`src/rtl/axi_pack_rd_arbiter.sv`:
```
// rtl/axi_pack_rd_arbiter.sv - round-robin AR arbiter with in-order R routing for strided-read requesters
//
// Shares one converter read port among NumPorts requesters. AR requests are
// granted round-robin through a two-state FSM (ARB / HOLD). Each accepted AR
// pushes its port index into a route FIFO. The FIFO head steers the returning
// R beats, and a last beat pops it.
//
// Ports:
//   clk_i, rst_ni              clock, asynchronous active-low reset
//   s_ar_i/_valid_i/_ready_o   per-requester AR channel
//   s_r_o/_valid_o/_ready_i    per-requester R channel
//   m_ar_o/_valid_o/_ready_i   AR channel to the converter
//   m_r_i/_valid_i/_ready_o    R channel from the converter
//   stat_grant_cnt_o           per-requester accepted-AR counters (16 bit, saturating)
//   busy_o                     route FIFO not empty or AR being presented
//
// Optional feature: define AXI_PACK_RD_ARB_STATS_EN to build the grant counters.
// Without it, stat_grant_cnt_o is tied to zero.
//
// R payload: the LSB of the packed R payload is taken as 'last'. Declare the
// last field as the final member of the packed struct.
module axi_pack_rd_arbiter #(
  parameter int unsigned NumPorts  = 4,
  parameter int unsigned FifoDepth = 8,
  parameter type axi_ssr_ar_chan_t = logic,
  parameter type axi_ssr_r_chan_t  = logic
) (
  input  logic                              clk_i,
  input  logic                              rst_ni,
  input  axi_ssr_ar_chan_t [NumPorts-1:0]   s_ar_i,
  input  logic [NumPorts-1:0]               s_ar_valid_i,
  output logic [NumPorts-1:0]               s_ar_ready_o,
  output axi_ssr_r_chan_t [NumPorts-1:0]    s_r_o,
  output logic [NumPorts-1:0]               s_r_valid_o,
  input  logic [NumPorts-1:0]               s_r_ready_i,
  output axi_ssr_ar_chan_t                  m_ar_o,
  output logic                              m_ar_valid_o,
  input  logic                              m_ar_ready_i,
  input  axi_ssr_r_chan_t                   m_r_i,
  input  logic                              m_r_valid_i,
  output logic                              m_r_ready_o,
  output logic [NumPorts-1:0][15:0]         stat_grant_cnt_o,
  output logic                              busy_o
);

  localparam int unsigned IdxW = (NumPorts > 1) ? $clog2(NumPorts) : 1;
  localparam int unsigned PtrW = $clog2(FifoDepth);
  localparam int unsigned CntW = PtrW + 1;

  typedef enum logic {ST_ARB = 1'b0, ST_HOLD = 1'b1} state_e;

  state_e           r_state;
  state_e           w_state_nxt;
  logic [IdxW-1:0]  r_rr_ptr;
  logic [IdxW-1:0]  r_gnt_idx;
  axi_ssr_ar_chan_t r_ar_hold;
  logic [IdxW-1:0]  w_sel_idx;
  logic [IdxW-1:0]  w_cur_idx;
  logic             w_sel_found;
  logic             w_ar_hs;

  logic [IdxW-1:0]  r_fifo_mem [FifoDepth];
  logic [PtrW-1:0]  r_wr_ptr;
  logic [PtrW-1:0]  r_rd_ptr;
  logic [CntW-1:0]  r_count;
  logic             w_fifo_empty;
  logic             w_fifo_full;
  logic             w_push;
  logic             w_pop;
  logic [IdxW-1:0]  w_head;
  logic [$bits(axi_ssr_r_chan_t)-1:0] w_r_bits;
  logic             w_r_last;

  assign w_fifo_empty = (r_count == '0);
  assign w_fifo_full  = (r_count == CntW'(FifoDepth));

  // Round-robin search starting at r_rr_ptr. A full route FIFO suppresses
  // presentation entirely, even when a last beat pops in the same cycle.
  always_comb begin
    int unsigned j;
    logic [IdxW-1:0] k;
    w_sel_found = 1'b0;
    w_sel_idx   = '0;
    for (int unsigned i = 0; i < NumPorts; i++) begin
      j = (32'(r_rr_ptr) + i) % NumPorts;
      k = IdxW'(j);
      if (!w_sel_found && !w_fifo_full && s_ar_valid_i[k]) begin
        w_sel_found = 1'b1;
        w_sel_idx   = k;
      end
    end
  end

  // FSM state register
  always_ff @(posedge clk_i or negedge rst_ni) begin
    if (!rst_ni) r_state <= ST_ARB;
    else         r_state <= w_state_nxt;
  end

  // FSM next state: HOLD is entered only when the first presentation is not accepted
  always_comb begin
    w_state_nxt = r_state;
    case (r_state)
      ST_ARB:  if (w_sel_found && !m_ar_ready_i) w_state_nxt = ST_HOLD;
      ST_HOLD: if (m_ar_ready_i) w_state_nxt = ST_ARB;
      default: w_state_nxt = ST_ARB;
    endcase
  end

  // FSM outputs. In HOLD the payload comes from the latched copy, so the
  // requester cannot disturb it while the converter stalls.
  always_comb begin
    w_cur_idx    = (r_state == ST_HOLD) ? r_gnt_idx : w_sel_idx;
    m_ar_valid_o = rst_ni && ((r_state == ST_HOLD) || w_sel_found);
    m_ar_o       = (r_state == ST_HOLD) ? r_ar_hold : s_ar_i[w_cur_idx];
    w_ar_hs      = m_ar_valid_o && m_ar_ready_i;
    s_ar_ready_o = '0;
    if (w_ar_hs) s_ar_ready_o[w_cur_idx] = 1'b1;
  end

  always_ff @(posedge clk_i or negedge rst_ni) begin
    if (!rst_ni) begin
      r_rr_ptr  <= '0;
      r_gnt_idx <= '0;
      r_ar_hold <= '0;
    end else begin
      if (r_state == ST_ARB && w_sel_found) begin
        r_gnt_idx <= w_sel_idx;
        r_ar_hold <= s_ar_i[w_sel_idx];
      end
      if (w_ar_hs) r_rr_ptr <= IdxW'((32'(w_cur_idx) + 32'd1) % NumPorts);
    end
  end

  // Route FIFO of granted port indices
  assign w_r_bits = m_r_i;
  assign w_r_last = w_r_bits[0];
  assign w_push   = w_ar_hs;
  assign w_pop    = m_r_valid_i && m_r_ready_o && w_r_last;

  always_ff @(posedge clk_i) begin
    if (w_push) r_fifo_mem[r_wr_ptr] <= w_cur_idx;
  end

  always_ff @(posedge clk_i or negedge rst_ni) begin
    if (!rst_ni) begin
      r_wr_ptr <= '0;
      r_rd_ptr <= '0;
      r_count  <= '0;
    end else begin
      if (w_push) r_wr_ptr <= r_wr_ptr + 1'b1;
      if (w_pop)  r_rd_ptr <= r_rd_ptr + 1'b1;
      case ({w_push, w_pop})
        2'b10:   r_count <= r_count + 1'b1;
        2'b01:   r_count <= r_count - 1'b1;
        default: r_count <= r_count;
      endcase
    end
  end

  // R steering from the FIFO head; an empty FIFO blocks the converter
  always_comb begin
    w_head      = r_fifo_mem[r_rd_ptr];
    s_r_valid_o = '0;
    m_r_ready_o = 1'b0;
    for (int unsigned k = 0; k < NumPorts; k++) s_r_o[k] = m_r_i;
    if (!w_fifo_empty) begin
      s_r_valid_o[w_head] = m_r_valid_i;
      m_r_ready_o         = s_r_ready_i[w_head];
    end
  end

  assign busy_o = (r_count != '0) || m_ar_valid_o;

`ifdef AXI_PACK_RD_ARB_STATS_EN
  logic [NumPorts-1:0][15:0] r_grant_cnt;

  always_ff @(posedge clk_i or negedge rst_ni) begin
    if (!rst_ni) begin
      r_grant_cnt <= '0;
    end else begin
      for (int k = 0; k < NumPorts; k++) begin
        if (w_ar_hs && w_cur_idx == IdxW'(k) && r_grant_cnt[k] != 16'hFFFF)
          r_grant_cnt[k] <= r_grant_cnt[k] + 16'd1;
      end
    end
  end

  assign stat_grant_cnt_o = r_grant_cnt;
`else
  assign stat_grant_cnt_o = '0;
`endif

endmodule

```
`config.mk`:
```
export PLATFORM = sky130hd
export DESIGN_NAME = axi_pack_rd_arbiter
export DESIGN_NICKNAME = d
export VERILOG_FILES = /design/src/rtl/axi_pack_rd_arbiter.sv
export SDC_FILE = /design/constraint.sdc
export NUM_CORES = 1
export LEC_CHECK = 0
export CAP_MARGIN = 15
export CORE_AREA = 2 2 81 83
export CTS_CLUSTER_DIAMETER = 80
export CTS_CLUSTER_SIZE = 8
export DETAILED_ROUTE_END_ITERATION = 7
export DIE_AREA = 0 0 83 85
export GPL_TIMING_DRIVEN = 0
export HOLD_SLACK_MARGIN = 0.1
export PLACE_DENSITY = 0.75
export SETUP_SLACK_MARGIN = 0.02
export SYNTH_ARGS = -nofsm -noshare
export SYNTH_HDL_FRONTEND = slang
export SYNTH_SLANG_ARGS = --single-unit
```
`constraint.sdc`:
```
create_clock -name clk_i -period 2.8 [get_ports clk_i]
set_input_delay 0.56 -clock clk_i [delete_from_list [all_inputs] [get_ports clk_i]]
set_output_delay 0.56 -clock clk_i [all_outputs]
set_load 0.005 [all_outputs]
```
==> results.json <==
{
  "slowest_stage": "mux4_2",
  "ys_async_sr_fraction_pct": 50.0,
  "leakage_nw": 1.72,
  "grt_use_total_pct": 13.5,
  "ctsRootBufferMaster": "clkbuf_8",
  "status": "complete, but fails checks",
  "cp_top_family": "multiplexers",
  "fin_worst_skew_ps": 5.79,
  "dr_total_vias": 1822,
  "yosysMostFrequentCell": "buf_4",
  "core_area_mm2": 0.00620,
  "die_w_um": 83,
  "use_met1_pct": 15.0,
  "netlist_top_cells_area": "buf_4 (22%), edfxtp_1 (21%), dfrtp_1 (17%), ha_1 (4.9%), mux2i_1 (3.9%)",
  "cp_max_fo": 7,
  "vias_per_cell": 4.14,
  "final.setup.tns_ps": -1600,
  "setup_ws_ps": -222,
  "end_kind": "flip-flop",
  "failed_checks": "setup timing",
  "fin_crit_sh_pct": 108,
  "hold_ws_ps": 311,
  "clock_path_buffers": 2,
  "final_nets": 389,
  "avgSynthCellArea_um2": 10.0,
  "synthCells": 231,
  "synth_common_cells": "buf_4 (68), nand2_1 (20), dfrtp_1 (16), edfxtp_1 (16), nor2_1 (14)",
  "numCtsBuffers": 5,
  "overflow": 0,
  "num_io_pins": 97,
  "finalWirelength_um": 5290,
  "htreeDepth": 2,
  "syn-cell-area_mm2": 0.00231,
  "post-place-cells": 403,
  "grt_max_degree": 18,
  "hpwl_um": 3340,
  "maxSlewViolCount": 0,
  "drt_iter0_markers": 87,
  "drc": 0,
  "diodes": 0,
  "worstReg2RegEnd": "r_count[3]",
  "use_met3_pct": 2.82,
  "syn_to_final_growth_pct": 51.0,
  "required_ps": 2980,
  "rrSetupSlack_ps": -220,
  "cp-start-kind": "flip-flop",
  "period_minus_slack_ps": 3020,
  "regToRegStartpoint": "r_rd_ptr[1]",
  "yosys_warnings": 0,
  "rr_worst_depth": 14,
  "cp.depth": 14,
  "ys_seq_area_share_pct": 38.1,
  "rows": 29,
  "hold_path_class": "in -> async",
  "drive_gt1_share_pct": 42.4,
  "endpoint": "r_count[3]",
  "synth_edf_count": 16,
  "max_stage_delay_ps": 540,
  "path_buf_inv": 2,
  "antenna_found_initial": 0,
  "gp_congestion": 0.789,
  "fin_cells": 440,
  "grt_pass1_wl_um": 7650,
  "peakVddDrop_uv": 405,
  "initial_core_util_pct": 37.3,
  "top_usage_layer": "met2",
  "ant_nets": 0,
  "routedWlPerCell_um": 12.0,
  "fmax_mhz": 331,
  "synth_top_area_share_pct": 22.1,
  "slew_headroom_pct": 44.2,
  "cts_tree": "built",
  "ys_ff_latch": 32,
  "port_buffers": 32,
  "rsz0062_at_grt": "true",
  "ys.flop_type": "edfxtp_1",
  "worst_pin_slew_ps": 830,
  "drtPass1Iterations": 4,
  "setup_viol": 12,
  "path_class": "reg -> reg",
  "crit_path_start": "r_rd_ptr[1]",
  "synth_top_cell_by_area": "buf_4",
  "power_density_mw_per_mm2": 808,
  "die_area_mm2": 0.00706,
  "grt_pass1_vias": 1638,
  "path_cells": "buf_6 > mux2i_1 > mux4_2 > mux2i_1 > mux2_4 > or2_4 > inv_2 > ha_4 > ha_4 > a21o_1 > a21oi_2 > xnor2_1 > nor2_1 > xor2_1",
  "cts_sinks": 32,
  "cap_violations": 0,
  "ys_types": 43,
  "hold_viol_final": 0,
  "clock_latency_ps": 290,
  "use_met2_pct": 25.1,
  "cp.arrival_ps": 3200,
  "die_h_um": 85,
  "path_clk_slew_ps": 70
}
report_power, final:
part           total, mW  leakage, nW  switching [mW]  internal (mW)
sequential         0.816        0.335           0.153          0.663
clock              0.445       0.0541           0.182          0.263
combinational       1.56         1.33           0.685          0.877
layout by cell type (no fill, tap or decap), types with 4 or more instances in the layout:
master	count
inv_1	7
xnor2_1	5
ha_1	4
clkbuf_8	5
nand2_1	20
o21ai_0	6
dlygate4sd2_1	5
buf_6	12
inv_2	4
nor2_1	12
nor3_1	5
dfrtp_2	4
clkdlybuf4s50_1	20
nand2b_1	4
mux2i_1	8
edfxtp_1	16
buf_4	89
dfrtp_1	12
conb_1	64
what timing repair did:
item | CTS | global route
pin swaps | 12 | 12
buffers inserted | 21 | 9
hold buffers | 0 | 0
resized for setup | 49 | 27
hold endpoints to repair | 0 | 0
setup endpoints to repair | 32 | 13
state kept, by name, indices dropped and copies added, names as in the netlist:
signal      count
r_ar_hold       1
r_count         4
r_fifo_mem     16
r_gnt_idx       2
r_rd_ptr        3
r_rr_ptr        2
r_state         1
r_wr_ptr        3
worst reg2reg max path, cell delays in order, from the launching register on:
cell and delay [ps]:
dfrtp_1 400, buf_6 150, mux2i_1 120, mux4_2 540, mux2i_1 150, mux2_4 280, or2_4 240, inv_2 60
ha_4 140, ha_4 190, a21o_1 160, a21oi_2 140, xnor2_1 130, nor2_1 70, xor2_1 160
stage by stage:
step                setup slack, ps  cell area (um2)  power, mW  utilization [%]
finish                         -222             3490       2.82             56.3
global route                   -380             3490       3.01             56.3
CTS                            -206             3340       2.57             53.8
detailed placement             -986             3000       1.88             48.3
global placement               -933             3000       1.84             48.3
floorplan                     -67.2             2580       1.55                -
cell type report:
cell class,count,area [um2]
buffer,69,522
clock buffer,5,68.8
clock inverter,3,42.5
fill,529,2710
inverter,12,47.5
multi-input combinational,180,1270
sequential,32,886
tap,77,96.3
timing repair buffer,62,557
cell families (layout without fill, tap and decap cells):
group	after synthesis	count (layout)	synth area share, %
multiplexers	15	15	8.92
adder cells (fa/ha/maj)	10	10	5.73
XOR/XNOR	8	8	3.03
AND/OR/NAND/NOR	63	63	13.8
buffers and inverters	82	151	24.7
flip-flops	32	32	38.1
other	1	64	0.162
AO/OA/AOI/OAI	20	20	5.57
metal layers:
layer  part of all wire, %  vias to the layer above
met5                     0                        -
met4                   4.3                        0
met3                   5.7                       16
met2                    53                       75
met1                    37                      824
li1                      -                      907
worst min path at each step:
stage | startpoint | cells past startpoint | slack, ps | end
floorplan | rst_ni | 0 | 260 | r_ar_hold
global placement | r_ar_hold | 2 | 470 | r_ar_hold
detailed placement | r_ar_hold | 2 | 470 | r_ar_hold
CTS | rst_ni | 1 | 320 | r_count[3]
global route | rst_ni | 1 | 340 | r_rd_ptr[1]
finish | rst_ni | 1 | 310 | r_count[3]
(Power assumes the default switching activity.)
==> RTL change, RTL diff (same settings) <==
Change the parameter `NumPorts` from 4 to 2.
--- a/src/rtl/axi_pack_rd_arbiter.sv
+++ b/src/rtl/axi_pack_rd_arbiter.sv
@@ -21,5 +21,5 @@
 // last field as the final member of the packed struct.
 module axi_pack_rd_arbiter #(
-  parameter int unsigned NumPorts  = 4,
+  parameter int unsigned NumPorts  = 2,
   parameter int unsigned FifoDepth = 8,
   parameter type axi_ssr_ar_chan_t = logic,
Ports: changed (7 resized); port bits go from 97 to 53. No check against the original RTL was run, so the function may have changed too.
==> RTL change against the unedited design <==
  * Global-route usage is 6.5 points lower
  * Total power is 48% lower
  * Cell area is 43% lower
  * Die area stayed put
  * Worst setup slack better by 260 ps
  * Fmax is 9.4% higher
  * Routed wire length is 53% lower
  * Area after synthesis is 38% lower
  * Sequential cell count is 10 lower
==> RTL change: results (changes against the unedited design) <==
| Metric | Value |
|---|---|
| Pin count of the biggest net entering global routing | 16 (-2) |
| Mapped Avg Cell Area | 11.0 sq um (+9.7%) |
| Peak VDD IR | 0.248 mV (-39%) |
| I/O Buffers | 20 (-38%) |
| Post-place instance area | 0.00185 sq mm (-38%) |
| EDFF count, synth | 8 (-8) |
| CTS H-Tree Depth | 1 (-1) |
| Sequential-to-total area share from yosys stat | 41.4% (+3.3 points) |
| Status | complete, no violations |
| Cell Count, Final, Fillers Out | 269 (-39%) |
| Setup WS pre-CTS | -490 ps (+496 ps) |
| Fillers | 645 (+22%) |
| Layout cells sized above 1 | 35.4% (-7.0 points) |
| Synth top area share | 24.5% (+2.5 points) |
| Worst hold slack | 309 ps (-1.90 ps) |
| Final Critical Period | 2760 ps (-259 ps) |
| Vias in the first global route | 867 (-47%) |
| Yosys cell types | 33 (-23%) |
| DRT Wirelength | 2.51 mm (-53%) |
| DP Wirelength | 1.96 mm (-41%) |
| List of most frequent post-synthesis cells | 34 x buf_4, 14 x dfrtp_1, 11 x nor2_1 |
| GRT Total Usage | 7.06% (-6.5 points) |
| CTS Buf Count | 3 (-2) |
| Ys async rst share | 63.6% (+14 points) |
| Nets | 210 (-46%) |
| Main flop type after synthesis | dfrtp_1 |
| Leak | 0.954 nW (-45%) |
| Worst-skew pair later-pin latency | 250 ps (-40 ps) |
| Placer Congestion | 0.721 (-8.6%) |
| Placed cells | 258 (-36%) |
| Worst Skew | 1.31 ps (-4.48 ps) |
==> RTL change: cell count changes in the layout (fill, tap and decap cells not counted), moves of 3 or more <==
cell,unedited run,this run
and3_4,3,0
inv_1,7,4
mux2i_1,8,1
conb_1,64,32
o21ai_0,6,0
buf_6,12,0
buf_4,89,41
clkdlybuf4s50_1,20,14
edfxtp_1,16,8
nand2_1,20,3
==> RTL change: cell type report <==
type                            count  area (sq um)  area share [%]
Multi-Input combinational cell     99           738            36.9
Inverter                            6          22.5            1.12
Timing Repair Buffer               27           253            12.6
Buffer                             34           255            12.7
Sequential cell                    22           593            29.6
Clock buffer                        4          45.0            2.25
Tap cell                           77          96.3            4.81
==> RTL change: power by group <==
part | switching (W) | internal (W) | total [W] | leakage [nW]
sequential | 0.000114 | 0.000455 | 0.000569 | 0.236
clock | 0.0000954 | 0.000101 | 0.000197 | 0.0228
combinational | 0.000291 | 0.000402 | 0.000693 | 0.695
==> RTL change: cell families after synthesis <==
kind of cell             share of synthesized area (%)
multiplexers                                      11.4
adder cells (fa/ha/maj)                           5.78
other                                            0.263
AND/OR/NAND/NOR                                   13.8
XOR/XNOR                                          4.91
AO/OA/AOI/OAI                                     3.07
buffers and inverters                             19.5
flip-flops                                        41.4
==> RTL change: what timing repair did <==
item | 4_1_cts | 5_1_grt
resized for setup | 17 | 6
buffers inserted | 6 | 1
pin swaps | 1 | 4
endpoints found under the setup margin | 9 | 5
==> RTL change: layer usage <==
metal | up-vias | global-route usage, % | part of all wire [%]
met1 | 424 | 9.93 | 45
met2 | 27 | 11.1 | 48
met5 | - | 0 | 0
met4 | 0 | 1.34 | 0
met3 | 0 | 1.85 | 6.5
li1 | 502 | - | -
